### src/rtl/input_debouncer.sv
// input_debouncer: multi-channel button/switch conditioner.
// Each channel has a reset-aware synchroniser, an optional polarity inversion,
// a stability counter that accepts a new level only after it has been held for
// DEBOUNCE_CYCLES, registered rise/fall pulses, and an optional long-press pulse.
module input_debouncer #(
    parameter int unsigned             NUM_INPUTS        = 2,
    parameter int unsigned             SYNC_STAGES       = 2,
    parameter int unsigned             DEBOUNCE_CYCLES   = 120000,
    parameter int unsigned             LONG_PRESS_CYCLES = 0,
    parameter logic [NUM_INPUTS-1:0]   INVERT_MASK       = '0,
    parameter logic [NUM_INPUTS-1:0]   RESET_VALUE       = '0
) (
    input  logic                  clock,
    input  logic                  reset,
    input  logic [NUM_INPUTS-1:0] raw_in,
    output logic [NUM_INPUTS-1:0] level,
    output logic [NUM_INPUTS-1:0] rise,
    output logic [NUM_INPUTS-1:0] fall,
    output logic [NUM_INPUTS-1:0] long_press
);

    localparam int unsigned           CNT_W    = $clog2(DEBOUNCE_CYCLES + 1);
    localparam logic [CNT_W-1:0]      CNT_LAST = CNT_W'(DEBOUNCE_CYCLES - 1);
    localparam logic [CNT_W-1:0]      CNT_ONE  = CNT_W'(1);
    // Synchroniser reset value is pre-inverted so s equals level right after reset.
    localparam logic [NUM_INPUTS-1:0] SYNC_RST = RESET_VALUE ^ INVERT_MASK;

    logic [SYNC_STAGES-1:0] sync_q [NUM_INPUTS];
    logic [NUM_INPUTS-1:0]  s_w;

    logic [CNT_W-1:0]       cnt_q  [NUM_INPUTS];
    logic [CNT_W-1:0]       cnt_d  [NUM_INPUTS];
    logic [NUM_INPUTS-1:0]  level_q, level_d;
    logic [NUM_INPUTS-1:0]  rise_q,  rise_d;
    logic [NUM_INPUTS-1:0]  fall_q,  fall_d;

    // Shift raw pins through the per-channel synchroniser chain
    always_ff @(posedge clock) begin
        if (!reset) begin
            for (int unsigned i = 0; i < NUM_INPUTS; i++) begin
                sync_q[i] <= {SYNC_STAGES{SYNC_RST[i]}};
            end
        end else begin
            for (int unsigned i = 0; i < NUM_INPUTS; i++) begin
                sync_q[i] <= {sync_q[i][SYNC_STAGES-2:0], raw_in[i]};
            end
        end
    end

    // Polarity-corrected synchronised sample of each channel
    always_comb begin
        s_w = '0;
        for (int unsigned i = 0; i < NUM_INPUTS; i++) begin
            s_w[i] = sync_q[i][SYNC_STAGES-1] ^ INVERT_MASK[i];
        end
    end

    // Stability counter: accept s only after it has differed from level long enough
    always_comb begin
        cnt_d   = cnt_q;
        level_d = level_q;
        rise_d  = '0;
        fall_d  = '0;
        for (int unsigned i = 0; i < NUM_INPUTS; i++) begin
            if (s_w[i] == level_q[i]) begin
                cnt_d[i] = '0;
            end else if (cnt_q[i] == CNT_LAST) begin
                cnt_d[i]   = '0;
                level_d[i] = s_w[i];
                rise_d[i]  = s_w[i];
                fall_d[i]  = ~s_w[i];
            end else begin
                cnt_d[i] = cnt_q[i] + CNT_ONE;
            end
        end
    end

    // Debounce state and edge-pulse registers
    always_ff @(posedge clock) begin
        if (!reset) begin
            level_q <= RESET_VALUE;
            rise_q  <= '0;
            fall_q  <= '0;
            for (int unsigned i = 0; i < NUM_INPUTS; i++) begin
                cnt_q[i] <= '0;
            end
        end else begin
            level_q <= level_d;
            rise_q  <= rise_d;
            fall_q  <= fall_d;
            for (int unsigned i = 0; i < NUM_INPUTS; i++) begin
                cnt_q[i] <= cnt_d[i];
            end
        end
    end

    assign level = level_q;
    assign rise  = rise_q;
    assign fall  = fall_q;

    generate
        if (LONG_PRESS_CYCLES > 0) begin : g_long
            localparam int unsigned      HOLD_W    = $clog2(LONG_PRESS_CYCLES + 1);
            localparam logic [HOLD_W-1:0] HOLD_LAST = HOLD_W'(LONG_PRESS_CYCLES - 1);
            localparam logic [HOLD_W-1:0] HOLD_ONE  = HOLD_W'(1);

            logic [HOLD_W-1:0]     hcnt_q [NUM_INPUTS];
            logic [HOLD_W-1:0]     hcnt_d [NUM_INPUTS];
            logic [NUM_INPUTS-1:0] fired_q, fired_d;
            logic [NUM_INPUTS-1:0] lp_q,    lp_d;

            // Hold timer: count high cycles, fire once, re-arm when level drops
            always_comb begin
                hcnt_d  = hcnt_q;
                fired_d = fired_q;
                lp_d    = '0;
                for (int unsigned i = 0; i < NUM_INPUTS; i++) begin
                    if (!level_q[i]) begin
                        hcnt_d[i]  = '0;
                        fired_d[i] = 1'b0;
                    end else if (!fired_q[i]) begin
                        if (hcnt_q[i] == HOLD_LAST) begin
                            lp_d[i]    = 1'b1;
                            fired_d[i] = 1'b1;
                        end else begin
                            hcnt_d[i] = hcnt_q[i] + HOLD_ONE;
                        end
                    end
                end
            end

            // Hold timer registers
            always_ff @(posedge clock) begin
                if (!reset) begin
                    fired_q <= '0;
                    lp_q    <= '0;
                    for (int unsigned i = 0; i < NUM_INPUTS; i++) begin
                        hcnt_q[i] <= '0;
                    end
                end else begin
                    fired_q <= fired_d;
                    lp_q    <= lp_d;
                    for (int unsigned i = 0; i < NUM_INPUTS; i++) begin
                        hcnt_q[i] <= hcnt_d[i];
                    end
                end
            end

            assign long_press = lp_q;
        end else begin : g_no_long
            assign long_press = '0;
        end
    endgenerate

endmodule

### config.mk
export PLATFORM = sky130hd
export DESIGN_NAME = input_debouncer
export DESIGN_NICKNAME = d
export VERILOG_FILES = /design/src/rtl/input_debouncer.sv
export SDC_FILE = /design/constraint.sdc
export NUM_CORES = 1
export LEC_CHECK = 0
export ABC_AREA = 1
export BUFFER_PORTS_ARGS = -buffer_cell sky130_fd_sc_hd__buf_2
export CAP_MARGIN = 40
export CORE_MARGIN = 1.5
export CORE_UTILIZATION = 55
export CTS_BUF_LIST = sky130_fd_sc_hd__clkbuf_4
export DETAILED_ROUTE_END_ITERATION = 10
export HOLD_SLACK_MARGIN = 0.15
export PLACE_DENSITY = 0.76
export SYNTH_ARGS = -nofsm -noshare
export SYNTH_HDL_FRONTEND = slang
export SYNTH_SLANG_ARGS = --single-unit
### constraint.sdc
create_clock -name clock -period 1.5 [get_ports clock]
set_input_delay 0.075 -clock clock [delete_from_list [all_inputs] [get_ports clock]]
set_output_delay 0.075 -clock clock [all_outputs]
set_load 0.1 [all_outputs]
# Word-level counts from Yosys, hierarchy flattened
# Memory sizes are Yosys's and may differ from the RTL's.
# Index checks and enable logic that the tools add are counted.
[op_classes] n_mux=4 bitwise_logic=9 addsub=2 n_eq_ne=4 n_reduce_logical=6
[ops] operator="$add A17 B1 Y17 const B" n=2
[ops] operator="$eq A17 B17 Y1 const B" n=2
[ops] operator="$reduce_or A3 Y1" n=4
[ops] operator="$not A1 Y1" n=7
[ops] operator="$mux W2" n=2
[ops] operator="$reduce_and A2 Y1" n=2
[ops] operator="$eq A1 B1 Y1" n=2
[ops] operator="$mux W1" n=2
[ops] operator="$or A1 B1 Y1" n=2
[word_totals] inputBits=4 regBits=40 mem_bits_rw=4 mem_count=1 word_cells=34
[mem_list] name="sync_q" words=2 width=2 read_ports=2 rd_clocked_by_memory_dff=0 wr=2 line_no="28" source="logic [SYNC_STAGES-1:0] sync_q [NUM_INPUTS];"

# Depth between registers and ports, before layout
# An unclocked memory read counts as a cell.
[depth] depth_word=4 depth_mapped=8 ltp_nobuf=8

# Worst setup path before layout
# Ideal clock, no wire load.
[synth_path] path_type="reg-to-reg" from="register level_q[0] (netlist: level[0])" to="register cnt_q[29] (netlist name)" path_stages_with_launch=7 setup_time_ns=0.114 slack_ns=-0.273 arrival_time_ns=1.659 n_path_buf=1 path_cell_list="dfxtp_1 -> inv_1 -> o21ai_1 -> a21oi_2 -> nand2_4 -> buf_6 -> nor2_1"
[synth_via] elab_chain_cells=2
[synth_lines] item="from (decl)" line_no="33" source="logic [NUM_INPUTS-1:0] level_q, level_d;"
[synth_lines] item="from (signal assigned)" line_no="88" source="level_q <= level_d;"
[synth_lines] item="$eq A1 B1 Y1" line_no="65" source="if (s_w[i] == level_q[i]) begin"
[synth_lines] item="$reduce_or A3 Y1 (no line)"
[synth_lines] item="to (signal, indexed assignment)" line_no="92" source="cnt_q[i] <= cnt_d[i];"
[synth_lines] item="to (decl)" line_no="31" source="logic [CNT_W-1:0] cnt_q [NUM_INPUTS];"
# Every way passes these cells.
# A chain may end at the register's enable or synchronous reset.

# Worst setup path after layout
[layout_path] from="register cnt_q[0] (netlist name)" to="register cnt_q[15] (netlist name)"
[layout_via] elab_chain_cells=2
[layout_lines] item="parallel branches: the longest is 2 deep, another holds $add A17 B1 Y17"
# Parallel ways; which one is timed is not known.

==> results.sh <==
export IMPL_crit_arrival_ns=1.64
export IMPL_required_ns=1.77
export IMPL_drc_errors=0
export IMPL_top_usage_layer="met2"
export IMPL_die_y_microns=65.6
export IMPL_use_met2_pct=38.4
export IMPL_clk_pin_slew_ns=0.12
export IMPL_finalMaxSlewViolations=0
export IMPL_max_stage_delay_ns=0.37
export IMPL_post_cts_buffers=0
export IMPL_syn_cell_area_sq_um=2150
export IMPL_rsz0062_at_grt="true"
export IMPL_cts_sinks=44
export IMPL_ant_nets=0
export IMPL_utilization_pct=64.3
export IMPL_p_per_area_nw_per_um2=833
export IMPL_drv_cap=0
export IMPL_synth_top_area_share_pct=40.9
export IMPL_gr_usage_met3_pct=7.02
export IMPL_fillerInstances=334
export IMPL_drt_total_wl_microns=3850
export IMPL_rows=22
export IMPL_synth_seq_cells=44
export IMPL_total_power_uw=1990
export IMPL_grt_pass1_vias=1766
export IMPL_async_flop_share_pct=0
export IMPL_ir_drop_uv=535
export IMPL_place_area_sq_um=2240
export IMPL_post_route_min_period_ns=1.37
export IMPL_syn_to_final_growth_pct=10.9
export IMPL_synthCells=304
export IMPL_dp_slack_ns=0.102
export IMPL_via_per_inst=4.96
export IMPL_setup_ws_ns=0.130
export IMPL_path_max_fanout=15
export IMPL_die_area_sq_um=4300
export IMPL_leakage_uw=0.000793
export IMPL_synth_area_leaders="dfxtp_1 (41%), nand2_1 (13%), nor2_1 (9.8%), inv_1 (5.7%), nand3_1 (4.4%)"
export IMPL_synth_edff_count=0
export IMPL_synth_seq_area_share_pct=40.9
export IMPL_gp_congestion=0.887
export IMPL_boundaryPins=12
export IMPL_core_area_sq_um=3720
export IMPL_cp_slowest_cell="dfxtp_2"
export IMPL_fin_crit_sh_pct=91.3
export IMPL_hp_class="flop to flop"
export IMPL_crit_type="flop to flop"
export IMPL_stdcell_area_sq_um=2390
export IMPL_clockBufferDepth=2
export IMPL_drive_above_1_share_pct=14.5
export IMPL_endpoint_kind="flop"
export IMPL_synth_main_ff_cell="dfxtp_1"
export IMPL_wl_per_cell_microns=10.3
export IMPL_max_freq_mhz=730
export IMPL_drtIter0Drc=105
export IMPL_n_antenna_cell=0
export IMPL_vias=1844
export IMPL_cts_max_level=2
export IMPL_yosysTopAreaCell="dfxtp_1"
export IMPL_antenna_found_initial=0
export IMPL_met1_usage_pct=23.3
export IMPL_globalRouteOverflowTotal=0
export IMPL_yosysWarningCount=0
export IMPL_grt_max_degree=18
export IMPL_path_cells="ha_1 > nand2_2 > nor2_4 > nand3_2 > o21bai_4 > buf_12 > a21oi_1"
export IMPL_fin_skew_ns=0.0114
export IMPL_setup_viol=0
export IMPL_nNetsFinal=329
export IMPL_status="complete, no violations"
export IMPL_cts_tree="built"
export IMPL_clk_latency_ns=0.36
export IMPL_hpwlAfterDp_microns=2860
export IMPL_cts_buffers=5
export IMPL_die_w_microns=65.6
export IMPL_critPathLaunchType="flop"
export IMPL_final_hold_violation_count=0
export IMPL_io_buffers=9
export IMPL_initial_core_util_pct=58.0
export IMPL_grt_pass1_wl_microns=7050
export IMPL_ys_types=30
export IMPL_first_pass_iters=4
export IMPL_syn_avg_cell_area_sq_um=7.09
export IMPL_root_buffer="clkbuf_4"
export IMPL_grt_usage_pct=21.4
[area by class of cell]
class / count / area, sq um / share of cell area (%)
clock inverters: 2 / 35.0 / 1.47
multi-input cells: 222 / 1110 / 46.6
inverters: 34 / 128 / 5.34
flip-flops and latches: 44 / 885 / 37.0
repair buffers: 16 / 123 / 5.13
well taps: 48 / 60.1 / 2.51
clock buffers: 6 / 45.0 / 1.88
[cells in the mapped netlist, types with 2 or more instances]
master   count
nand3_1     19
nand3_2      3
a21oi_1     13
buf_4        3
nor2_4       3
nor2_2      12
ha_1         2
xnor2_1      5
xor2_1       9
nand4_1      5
dfxtp_1     44
inv_1       33
nor2_1      56
nand2_1     77
o21ai_0      4
or2_0        2
[metrics by stage]
stage | hold slack [ns] | setup TNS (ns) | instances
6_report | 0.426 | 0 | 372
5_1_grt | 0.450 | -0.00840 | 372
4_1_cts | 0.427 | 0 | 372
3_5_place_dp | 0.263 | 0 | 359
3_3_place_gp | 0.257 | 0 | 359
2_1_floorplan | 0.173 | 0 | 305
[worst max-delay path, delay by kind of cell, from the launching register on]
kind	cells	cell delay [ns]
AO/OA/AOI/OAI	2	0.22
buffers and inverters	1	0.16
AND/OR/NAND/NOR	3	0.30
flip-flops	1	0.37
adder cells (fa/ha/maj)	1	0.21
[flip-flops by register name, indices dropped and copies added, names as in the netlist]
| signal | count |
|---|---|
| cnt_q | 34 |
| sync_q | 4 |
| fall | 2 |
| level | 2 |
| rise | 2 |
[repair_timing]
action,CTS,global route
hold buffers,5,0
setup endpoints to repair,0,12
endpoints found under the hold margin,9,0
resized for setup,0,4
[logic make-up (layout without fill, tap and decap cells)]
| kind of cell | count (synthesis) | after routing | share of synthesized area (%) |
|---|---|---|---|
| xor+xnor | 14 | 14 | 5.69 |
| fa+ha+maj | 2 | 2 | 1.16 |
| simple gates | 183 | 183 | 38.1 |
| compound gates | 21 | 21 | 5.81 |
| flops | 44 | 44 | 40.9 |
| buf+inv | 39 | 58 | 8.19 |
| other cells | 1 | 2 | 0.174 |
[path summary, 6_finish.rpt]
| path | from | end | slack [ns] | cells past startpoint |
|---|---|---|---|---|
| min reg2reg | sync_q[0][0] | sync_q[0][1] | 0.43 | 2 |
| max | cnt_q[0] | cnt_q[15] | 0.13 | 7 |
| min | sync_q[0][0] | sync_q[0][1] | 0.43 | 2 |
| max reg2reg | cnt_q[0] | cnt_q[15] | 0.13 | 7 |
[cell usage in the layout, fill, tap and decap left out, types with 2 or more instances in the layout]
cell / synthesis / layout
a21oi_1: 13 / 13
buf_2: 0 / 9
clkbuf_4: 0 / 6
conb_1: 1 / 2
dfxtp_1: 44 / 41
dfxtp_2: 0 / 3
dlygate4sd3_1: 0 / 5
ha_1: 2 / 2
inv_1: 33 / 33
nand2_1: 77 / 77
nand3_1: 19 / 19
nand3_2: 3 / 3
nand4_1: 5 / 5
nor2_1: 56 / 54
nor2_2: 12 / 14
nor2_4: 3 / 3
o21ai_0: 4 / 4
or2_0: 2 / 2
xnor2_1: 5 / 5
xor2_1: 9 / 9
[where the power goes]
group / switching (uW) / total, uW / internal [uW]
registers: 3.36 / 1180 / 1170
logic: 44.3 / 66.2 / 21.9
clock network: 379 / 746 / 368
total: 426 / 1990 / 1560
[per-layer routing]
| metal | vias up | part of all wire, % |
|---|---|---|
| li1 | 982 | - |
| met1 | 834 | 46 |
| met2 | 19 | 49 |
| met3 | 9 | 3.2 |
| met4 | 0 | 2.0 |
| met5 | - | 0 |
Power figures use the tool's default switching activity.
